<file path="src/rtl/a8_phase_tracker_if.sv">
// a8_phase_tracker bus bundle: phi2 input, strobe offsets
// and the tracker's status and strobe outputs.
`timescale 1ns/1ps
interface a8_phase_tracker_if #(
  parameter int CNT_W       = 8,
  parameter int NUM_STROBES = 4
);
  logic                         a8_clk;
  logic [NUM_STROBES*CNT_W-1:0] strobe_offset;
  logic [NUM_STROBES-1:0]       strobe;
  logic                         rise_pulse;
  logic                         fall_pulse;
  logic [CNT_W-1:0]             phase;
  logic [CNT_W-1:0]             period;
  logic                         period_valid;
  logic                         clk_lost;

  modport master (
    output a8_clk, strobe_offset,
    input  strobe, rise_pulse, fall_pulse,
    input  phase, period, period_valid, clk_lost
  );

  modport slave (
    input  a8_clk, strobe_offset,
    output strobe, rise_pulse, fall_pulse,
    output phase, period, period_valid, clk_lost
  );
endinterface

</file>
<file path="src/rtl/a8_phase_tracker.sv">
// Atari phi2 monitor: period measurement, lock/loss tracking
// and programmable per-bus-cycle phase strobes.
`timescale 1ns/1ps
module a8_phase_tracker #(
  parameter int SYNC_STAGES  = 3,
  parameter int CNT_W        = 8,
  parameter int LOSS_TICKS   = 200,
  parameter int LOCK_PERIODS = 4,
  parameter int TOL          = 2,
  parameter int NUM_STROBES  = 4
) (
  input logic             clk200,
  input logic             a8_rst_n,
  a8_phase_tracker_if.slave bus
);

  localparam int MW = $clog2(LOCK_PERIODS + 1);
  localparam logic [CNT_W-1:0] LOSS_V = CNT_W'(LOSS_TICKS);
  localparam logic [CNT_W:0]   TOL_V  = (CNT_W+1)'(TOL);
  localparam logic [MW-1:0]    LAST_M = MW'(LOCK_PERIODS - 1);
  localparam logic [CNT_W-1:0] SAT    = '1;

  typedef enum logic [1:0] {
    LOST,
    ACQUIRE,
    LOCKED
  } state_t;

  logic [SYNC_STAGES-1:0] sync_q;
  logic                   rise_q;
  logic                   fall_q;
  logic [CNT_W-1:0]       phase_q;
  logic [CNT_W-1:0]       period_q;
  state_t                 state_q;
  logic [MW-1:0]          match_q;
  logic                   have_ref_q;
  logic                   valid_q;
  logic                   lost_q;

  logic [CNT_W:0] meas;
  logic [CNT_W:0] diff;
  logic [CNT_W:0] adiff;
  logic           in_tol;
  logic           lost_hit;

  always_ff @(posedge clk200 or negedge a8_rst_n) begin
    if (!a8_rst_n) begin
      sync_q <= '0;
      rise_q <= 1'b0;
      fall_q <= 1'b0;
    end else begin
      sync_q <= {sync_q[SYNC_STAGES-2:0], bus.a8_clk};
      rise_q <= sync_q[SYNC_STAGES-2]
              & ~sync_q[SYNC_STAGES-1];
      fall_q <= ~sync_q[SYNC_STAGES-2]
              & sync_q[SYNC_STAGES-1];
    end
  end

  always_ff @(posedge clk200 or negedge a8_rst_n) begin
    if (!a8_rst_n) begin
      phase_q <= '0;
    end else if (rise_q) begin
      phase_q <= '0;
    end else if (phase_q != SAT) begin
      phase_q <= phase_q + 1'b1;
    end
  end

  // Signed difference at CNT_W+1 bits, then magnitude.
  always_comb begin
    meas     = {1'b0, phase_q} + (CNT_W+1)'(1);
    diff     = meas - {1'b0, period_q};
    adiff    = diff[CNT_W] ? (~diff + 1'b1) : diff;
    in_tol   = adiff <= TOL_V;
    lost_hit = (phase_q >= LOSS_V) && !rise_q;
  end

  always_ff @(posedge clk200 or negedge a8_rst_n) begin
    if (!a8_rst_n) begin
      state_q    <= LOST;
      period_q   <= '0;
      match_q    <= '0;
      have_ref_q <= 1'b0;
      valid_q    <= 1'b0;
      lost_q     <= 1'b1;
    end else if (lost_hit) begin
      state_q <= LOST;
      valid_q <= 1'b0;
      lost_q  <= 1'b1;
    end else if (rise_q) begin
      unique case (state_q)
        LOST: begin
          state_q    <= ACQUIRE;
          match_q    <= '0;
          have_ref_q <= 1'b0;
          lost_q     <= 1'b0;
        end
        ACQUIRE: begin
          period_q <= meas[CNT_W-1:0];
          if (!have_ref_q) begin
            have_ref_q <= 1'b1;
          end else if (in_tol) begin
            match_q <= match_q + 1'b1;
            if (match_q == LAST_M) begin
              state_q <= LOCKED;
              valid_q <= 1'b1;
            end
          end else begin
            match_q <= '0;
          end
        end
        LOCKED: begin
          period_q <= meas[CNT_W-1:0];
          if (!in_tol) begin
            state_q <= ACQUIRE;
            match_q <= '0;
            valid_q <= 1'b0;
          end
        end
        default: begin
          state_q <= LOST;
          valid_q <= 1'b0;
          lost_q  <= 1'b1;
        end
      endcase
    end
  end

  // Offsets are compared live; one at or past period cannot fire.
  for (genvar i = 0; i < NUM_STROBES; i++) begin : g_strb
    logic [CNT_W-1:0] off;
    assign off = bus.strobe_offset[i*CNT_W +: CNT_W];
    assign bus.strobe[i] = valid_q
                         && (phase_q == off)
                         && (off < period_q);
  end

  assign bus.rise_pulse   = rise_q;
  assign bus.fall_pulse   = fall_q;
  assign bus.phase        = phase_q;
  assign bus.period       = period_q;
  assign bus.period_valid = valid_q;
  assign bus.clk_lost     = lost_q;

endmodule

</file>
<file path="src/flat_wrapper.sv">
// flat-port wrapper written by rule: the top's interface ports become plain ports
module a8_phase_tracker_flat 
#(
  parameter int SYNC_STAGES  = 3,
  parameter int CNT_W        = 8,
  parameter int LOSS_TICKS   = 200,
  parameter int LOCK_PERIODS = 4,
  parameter int TOL          = 2,
  parameter int NUM_STROBES  = 4
)
  (clk200, a8_rst_n, bus_a8_clk, bus_strobe_offset, bus_strobe, bus_rise_pulse, bus_fall_pulse, bus_phase, bus_period, bus_period_valid, bus_clk_lost);
  a8_phase_tracker_if #(.CNT_W(CNT_W), .NUM_STROBES(NUM_STROBES)) bus_i ();
  input logic clk200;
  input logic a8_rst_n;
  input wire logic [$bits(bus_i.a8_clk)-1:0] bus_a8_clk;
  input wire logic [$bits(bus_i.strobe_offset)-1:0] bus_strobe_offset;
  output wire logic [$bits(bus_i.strobe)-1:0] bus_strobe;
  output wire logic [$bits(bus_i.rise_pulse)-1:0] bus_rise_pulse;
  output wire logic [$bits(bus_i.fall_pulse)-1:0] bus_fall_pulse;
  output wire logic [$bits(bus_i.phase)-1:0] bus_phase;
  output wire logic [$bits(bus_i.period)-1:0] bus_period;
  output wire logic [$bits(bus_i.period_valid)-1:0] bus_period_valid;
  output wire logic [$bits(bus_i.clk_lost)-1:0] bus_clk_lost;
  assign bus_i.a8_clk = bus_a8_clk;
  assign bus_i.strobe_offset = bus_strobe_offset;
  assign bus_strobe = bus_i.strobe;
  assign bus_rise_pulse = bus_i.rise_pulse;
  assign bus_fall_pulse = bus_i.fall_pulse;
  assign bus_phase = bus_i.phase;
  assign bus_period = bus_i.period;
  assign bus_period_valid = bus_i.period_valid;
  assign bus_clk_lost = bus_i.clk_lost;
  a8_phase_tracker #(.SYNC_STAGES(SYNC_STAGES), .CNT_W(CNT_W), .LOSS_TICKS(LOSS_TICKS), .LOCK_PERIODS(LOCK_PERIODS), .TOL(TOL), .NUM_STROBES(NUM_STROBES)) u_core (.clk200(clk200), .a8_rst_n(a8_rst_n), .bus(bus_i));
endmodule
</file>
<file path="config.mk">
export PLATFORM = sky130hd
export DESIGN_NAME = a8_phase_tracker_flat
export DESIGN_NICKNAME = d
export VERILOG_FILES = /design/src/rtl/a8_phase_tracker_if.sv /design/src/rtl/a8_phase_tracker.sv /design/src/flat_wrapper.sv
export SDC_FILE = /design/constraint.sdc
export NUM_CORES = 1
export LEC_CHECK = 0
export ABC_AREA = 1
export BUFFER_PORTS_ARGS = -buffer_cell sky130_fd_sc_hd__buf_2
export CAP_MARGIN = 40
export CELL_PAD_IN_SITES_DETAIL_PLACEMENT = 0
export CELL_PAD_IN_SITES_GLOBAL_PLACEMENT = 2
export CORE_MARGIN = 3
export CORE_UTILIZATION = 30
export CTS_BUF_LIST = sky130_fd_sc_hd__clkbuf_8
export DETAILED_ROUTE_END_ITERATION = 10
export PLACE_DENSITY = 0.88
export SETUP_SLACK_MARGIN = 0.2
export SYNTH_ARGS = -nofsm -noshare
export SYNTH_HDL_FRONTEND = slang
export SYNTH_SLANG_ARGS = --single-unit
export TNS_END_PERCENT = 5
</file>
<file path="constraint.sdc">
create_clock -name clk200 -period 3.1 [get_ports clk200]
set_input_delay 0.465 -clock clk200 [delete_from_list [all_inputs] [get_ports clk200]]
set_output_delay 0.465 -clock clk200 [all_outputs]
set_load 0.03 [all_outputs]
</file>
==> Word-level counts from Yosys, hierarchy flattened <==
Cells that the tools add are included.
{ "totals": {"reg_bits": 29, "out_inout_bits": 24, "wordCells": 90} }
{ "classes": {"add_sub_neg": 5, "order_cmp": 6, "eq_ne": 16, "muxes": 25, "n_bitwise": 6, "reduce_logical": 22} }
{ "ops": {"columns": ["operator", "count"], "rows": [
  ["$eq A8 B8 Y1", 4],
  ["$lt A8 B8 Y1", 4],
  ["$mux W8", 2],
  ["$mux W2", 6],
  ["$reduce_and A5 Y1", 2],
  ["$add A8 B1 Y9 const B", 1],
  ["$add A9 B1 Y9 const B", 1],
  ["$le A9 B2 Y1 const B", 1],
  ["$logic_and A1 B1 Y1", 9],
  ["$mux W3", 3],
  ["$mux W9", 1],
  ["$ne A3 B1 Y1 const B", 3],
  ["$not A9 Y9", 1],
  ["$pmux W3 S3", 1],
  ["$sub A9 B8 Y9", 1],
  ["$add A8 B1 Y8 const B", 1],
  ["$ge A8 B8 Y1 const B", 1],
  ["$mux W1", 8],
  ["$ne A8 B8 Y1 const B", 1],
  ["$ne A2 B1 Y1 const B", 3],
  ["$pmux W2 S3", 1],
  ["$reduce_and A3 Y1", 2],
  ["$reduce_and A6 Y1", 1],
  ["$reduce_bool A2 Y1", 3],
  ["other kinds (15)", 19]
]} }

==> Logic depth before layout (Yosys ltp) <==
{ "logic_depth": {"ltp_word": 11, "depth_mapped": 25, "ltp_nobuf": 25} }

==> Least setup slack after synthesis <==
OpenSTA, ideal clock, no wires.
{ "synth_timing": {"path_kind": "flip-flop to flip-flop", "start": "register u_core.phase_q[0], in the netlist u_core.bus.phase[0]", "end": "register u_core.state_q[1]", "setup_time_ns": 0.120, "arrival_time_ns": 3.306, "required_time_ns": 2.980, "setup_slack_ns": -0.326, "path_stages_with_launch": 24, "path_cell_list": "dfrtp_1 clkinv_1 nor3_1 nand4_1 nor2_1 xor2_1 inv_1 ha_1 inv_1 o21bai_1 nor2_4 nand2_2 nand2_4 nand2_4 buf_12 nand2_1 o21ai_2 nand2_2 nor2_4 nand3_2 nand2_2 inv_1 nand3_1 nand2_1"} }
{ "synth_via": {"elab_chain_len": 8, "word_cells_on_any_way": 15, "classes_between": "3 x add/sub; 2 x order compare; 4 x eq/ne; 2 x mux; 1 x bitwise; 3 x reduce/logical"} }
{ "synth_rtl": {"columns": ["element", "line", "source"], "rows": [
  ["start: declaration", "a8_phase_tracker.sv:32", "logic [CNT_W-1:0] phase_q;"],
  ["start signal: assignment", "a8_phase_tracker.sv:66", "phase_q <= phase_q + 1'b1;"],
  ["$add A8 B1 Y9 *", "a8_phase_tracker.sv:72", "meas = {1'b0, phase_q} + (CNT_W+1)'(1);"],
  ["net u_core.meas[0]", "a8_phase_tracker.sv:40", "logic [CNT_W:0] meas;"],
  ["$sub A9 B8 Y9 *", "a8_phase_tracker.sv:73", "diff = meas - {1'b0, period_q};"],
  ["$not A9 Y9", "a8_phase_tracker.sv:74", "adiff = diff[CNT_W] ? (~diff + 1'b1) : diff;"],
  ["$add A9 B1 Y9", "a8_phase_tracker.sv:74", null],
  ["$mux W9 *", "a8_phase_tracker.sv:74", null],
  ["$le A9 B2 Y1 *", "a8_phase_tracker.sv:75", "in_tol = adiff <= TOL_V;"],
  ["$ne A3 B3 Y1 (no source line) / $ne A3 B1 Y1 (equally long branches)", null, null],
  ["$reduce_and A5 Y1 (no source line) *", null, null],
  ["end signal: assignment", "a8_phase_tracker.sv:81", "state_q <= LOST;"],
  ["end signal: assignment", "a8_phase_tracker.sv:88", "state_q <= LOST;"],
  ["end signal: assignment", "a8_phase_tracker.sv:94", "state_q <= ACQUIRE;"],
  ["end: declaration", "a8_phase_tracker.sv:34", "state_t state_q;"]
]} }
The timed path passes the listed nets; every way through them passes the cells marked *.
A chain may end at the register's enable or synchronous reset.

==> Final worst setup path <==
{ "layout_timing": {"start": "register u_core.phase_q[1], in the netlist u_core.bus.phase[1]", "end": "register u_core.state_q[1]"} }
The elaborated chain is that of the path after synthesis.

==> results_dict.tcl <==
set metrics [dict create \
    number_of_global_route_vias_before_repair 3307 \
    cts_tree "done" \
    slowest_stage "sky130_fd_sc_hd__dfrtp_2" \
    critical_path.reg2reg.startpoint "u_core.bus.phase[1]" \
    endpoint "u_core.state_q[1]" \
    number_of_clock_sinks 29 \
    crit_path_cell_trace "inv_4, nor3_4, nand4_1, nor2_1, xor2_1, inv_1, ha_4, inv_4, o21bai_4, nor2_4, nand2_4, nand2_8, nand2_8, nand2_2, nand2_1, inv_1, nand3_4, nor2_4, nand2_4, nand2_4, nand2_4, o21ai_2, nand2_1" \
    max_buffers_root_to_sink 2 \
    grt_setup_unrepaired "true" \
    synthesis.instances 447 \
    totalWireLength_mm 9.68 \
    worstPathArrival_ns 3.26 \
    fin_hold_ws_ns 0.203 \
    worstPathBufferInverterCount 4 \
    crit_type "reg -> reg" \
    clock_tree.htree_level_count 2 \
    avgRoutedWirePerCell_um 14.3 \
    worstHoldPathType "in -> async" \
    power.total_mw 4.36 \
    maxCapViolations 0 \
    power_leakage_nw 2.24 \
    r2r_slack_ns 0.02 \
    ys_async_sr_fraction 1.00 \
    crit_path_max_incr_delay_ns 0.40 \
    syn_nets 528 \
    avgSynthCellArea_sq_um 7.26 \
    die_area_sq_um 12100 \
    post-route-worst-setup-slack_ns 0.0196 \
    timing.critical_path.from_type "flip-flop" \
    cts-root-buf "sky130_fd_sc_hd__clkbuf_8" \
    worst_slew_margin_rel 0.561 \
    synth_seq_area_share 0.224 \
    globalRoute.totalOverflow 0 \
    final_count_of_negative_setup_slack_endpoints 0 \
    skew_ns 0.00791 \
    grt_max_degree 30 \
    crit_top_cell "sky130_fd_sc_hd__nand2_4" \
    die-width_um 110 \
    rr_endpoint "u_core.state_q[1]" \
    crit_path_end_kind "flip-flop" \
    finalHoldViolCount 0 \
    power.ir.vdd_worst_mv 0.434 \
    dr_total_vias 3264 \
    die_height_um 110 \
    r2r.worst_path.cells 23 \
    synth_ff_type "sky130_fd_sc_hd__dfrtp_1" \
    remaining_drc_errors 0 \
    num-nets-final 622 \
    clk_pin_slew_worst_paths_ns 0.07 \
    synth_enable_flop_cells 0 \
    worstMarginPinSlew_ns 0.658 \
    clock.fmax_ghz 0.325 \
    critical_path.top_delay_family "simple AND/OR/NAND/NOR gates" \
    synth_cell_type_count 48 \
    num_io_pins 59 \
    period_minus_slack_ns 3.08 \
    numPortBuffers 58 \
    synth_warnings 0 \
    ys_top_cells_by_area "sky130_fd_sc_hd__dfrtp_1 (22%), sky130_fd_sc_hd__ha_1 (17%), sky130_fd_sc_hd__nand2_1 (12%)" \
    cp-startpoint "u_core.bus.phase[1]" \
    layout-drive-gt1-share 0.330 \
    place.detailed.hpwl_mm 7.57 \
    setup_slack_after_placement_ns 0.00900 \
    ant_nets 0 \
    drt_iter0_markers 111 \
    synth_area_leader_cell "sky130_fd_sc_hd__dfrtp_1" \
    initial_core_util 0.312 \
    number_of_antenna_violations_at_the_first_check_in_global_routing 0 \
    critical_path_cell_count 23 \
    fp.coreArea_sq_um 10400 \
    power-per-cell-area_nw_per_um2 1010 \
    synth.top_cell.area_share 0.216 \
    global_route_wire_length_before_repair_mm 16.2 \
    syn2layout_area_growth_pct 33.4 \
    synthesis.area_sq_um 3250 \
    final_common_cell "sky130_fd_sc_hd__nand2_1" \
    vias_per_cell 4.81 \
    ys_ff_latch 29 \
    clk_latency_ns 0.29 \
    finish.utilization 0.416 \
    num_rows 37 \
    first_drt_pass_iteration_count 4 \
    antenna_cells_inserted 0 \
    total_grt_usage 0.168 \
    numCtsBuffers 5 \
    ctsHoldBuffers 0 \
    routabilityCongestion 0.891 \
    result_of_the_run "finished clean" \
    final_max_slew_viol_count 0 \
    crit_path_max_fanout 7 \
    timing.critical_path.required_ns 3.28 \
    top_library_cells_by_usage_in_the_layout_fill_and_taps_aside "sky130_fd_sc_hd__nand2_1 (95), sky130_fd_sc_hd__inv_1 (58), sky130_fd_sc_hd__buf_2 (56)" \
    final.period_utilization 0.994 \
]
-- where the power goes --
group / total (mW) / internal [mW] / switching [mW] / leakage, nW
sequential: 0.562 / 0.465 / 0.0968 / 0.371
clock: 0.410 / 0.259 / 0.152 / 0.0626
combinational: 3.39 / 1.30 / 2.09 / 1.80
-- what timing repair did --
| item | 4_1_cts | 5_1_grt |
|---|---|---|
| resized for setup | 16 | 38 |
| gates cloned | 1 | 0 |
| endpoints found under the setup margin | 6 | 8 |
| pin swaps | 17 | 26 |
| endpoints found under the hold margin | 0 | 0 |
| setup buffers | 10 | 1 |
-- kinds of logic after synthesis --
group / count (synthesis) / share of synthesized area
flops: 29 / 0.224
simple gates: 194 / 0.281
fa+ha+maj: 46 / 0.180
buf+inv: 78 / 0.103
compound gates: 80 / 0.159
xor+xnor: 20 / 0.0540
-- worst min path at each step --
stage / slack, ns / cells past startpoint / startpoint / to
after floorplan: 0.17 / 0 / a8_rst_n / u_core.bus.fall_pulse
after detailed placement: 0.34 / 0 / u_core.sync_q[0] / u_core.sync_q[1]
after CTS: 0.23 / 1 / a8_rst_n / u_core.have_ref_q
after global routing: 0.27 / 1 / a8_rst_n / u_core.have_ref_q
after global placement: 0.34 / 0 / u_core.sync_q[0] / u_core.sync_q[1]
final: 0.20 / 1 / a8_rst_n / u_core.have_ref_q
-- cell usage after synthesis (all sizes together), types with 4 or more instances --
library cell / n
nand2: 117
o21ai: 25
nor3: 4
inv: 66
xnor2: 14
o22ai: 6
buf: 6
a221oi: 7
a21boi: 5
ha: 45
dfrtp: 28
o211ai: 4
nor2: 27
nand4: 7
nand3: 36
xor2: 6
a21oi: 18
-- state kept, by name, summed over array words and instances, names as in the netlist --
signal                   cells
u_core.sync_q                3
u_core.have_ref_q            1
u_core.bus.rise_pulse        1
u_core.state_q               2
u_core.bus.period            8
u_core.bus.clk_lost          1
u_core.bus.period_valid      1
u_core.bus.phase             8
u_core.bus.fall_pulse        1
u_core.match_q               3
-- routing by layer --
layer  track usage  wire length, um  vias up
met3        0.0181              388       10
met5             0                0        -
met1         0.227             4620     1509
met2         0.289             4560       53
li1              -                -     1692
met4        0.0329              113        0
-- metrics by stage --
stage / area, sq um / std cells / setup TNS, ns
after floorplan: 3290 / 447 / 0
after global placement: 3870 / 658 / 0
after detailed placement: 3870 / 658 / 0
after CTS: 4150 / 677 / 0
after global routing: 4330 / 678 / -0.798
final: 4330 / 678 / 0
-- cell type report --
type	count	area [sq um]
fill	1080	6080
inverter	69	279
clock inverter	2	33.8
timing repair buffer	95	573
sequential	29	732
tap	136	170
multi-input combinational	341	2460
clock buffer	6	82.6
(Power assumes the default switching activity.)
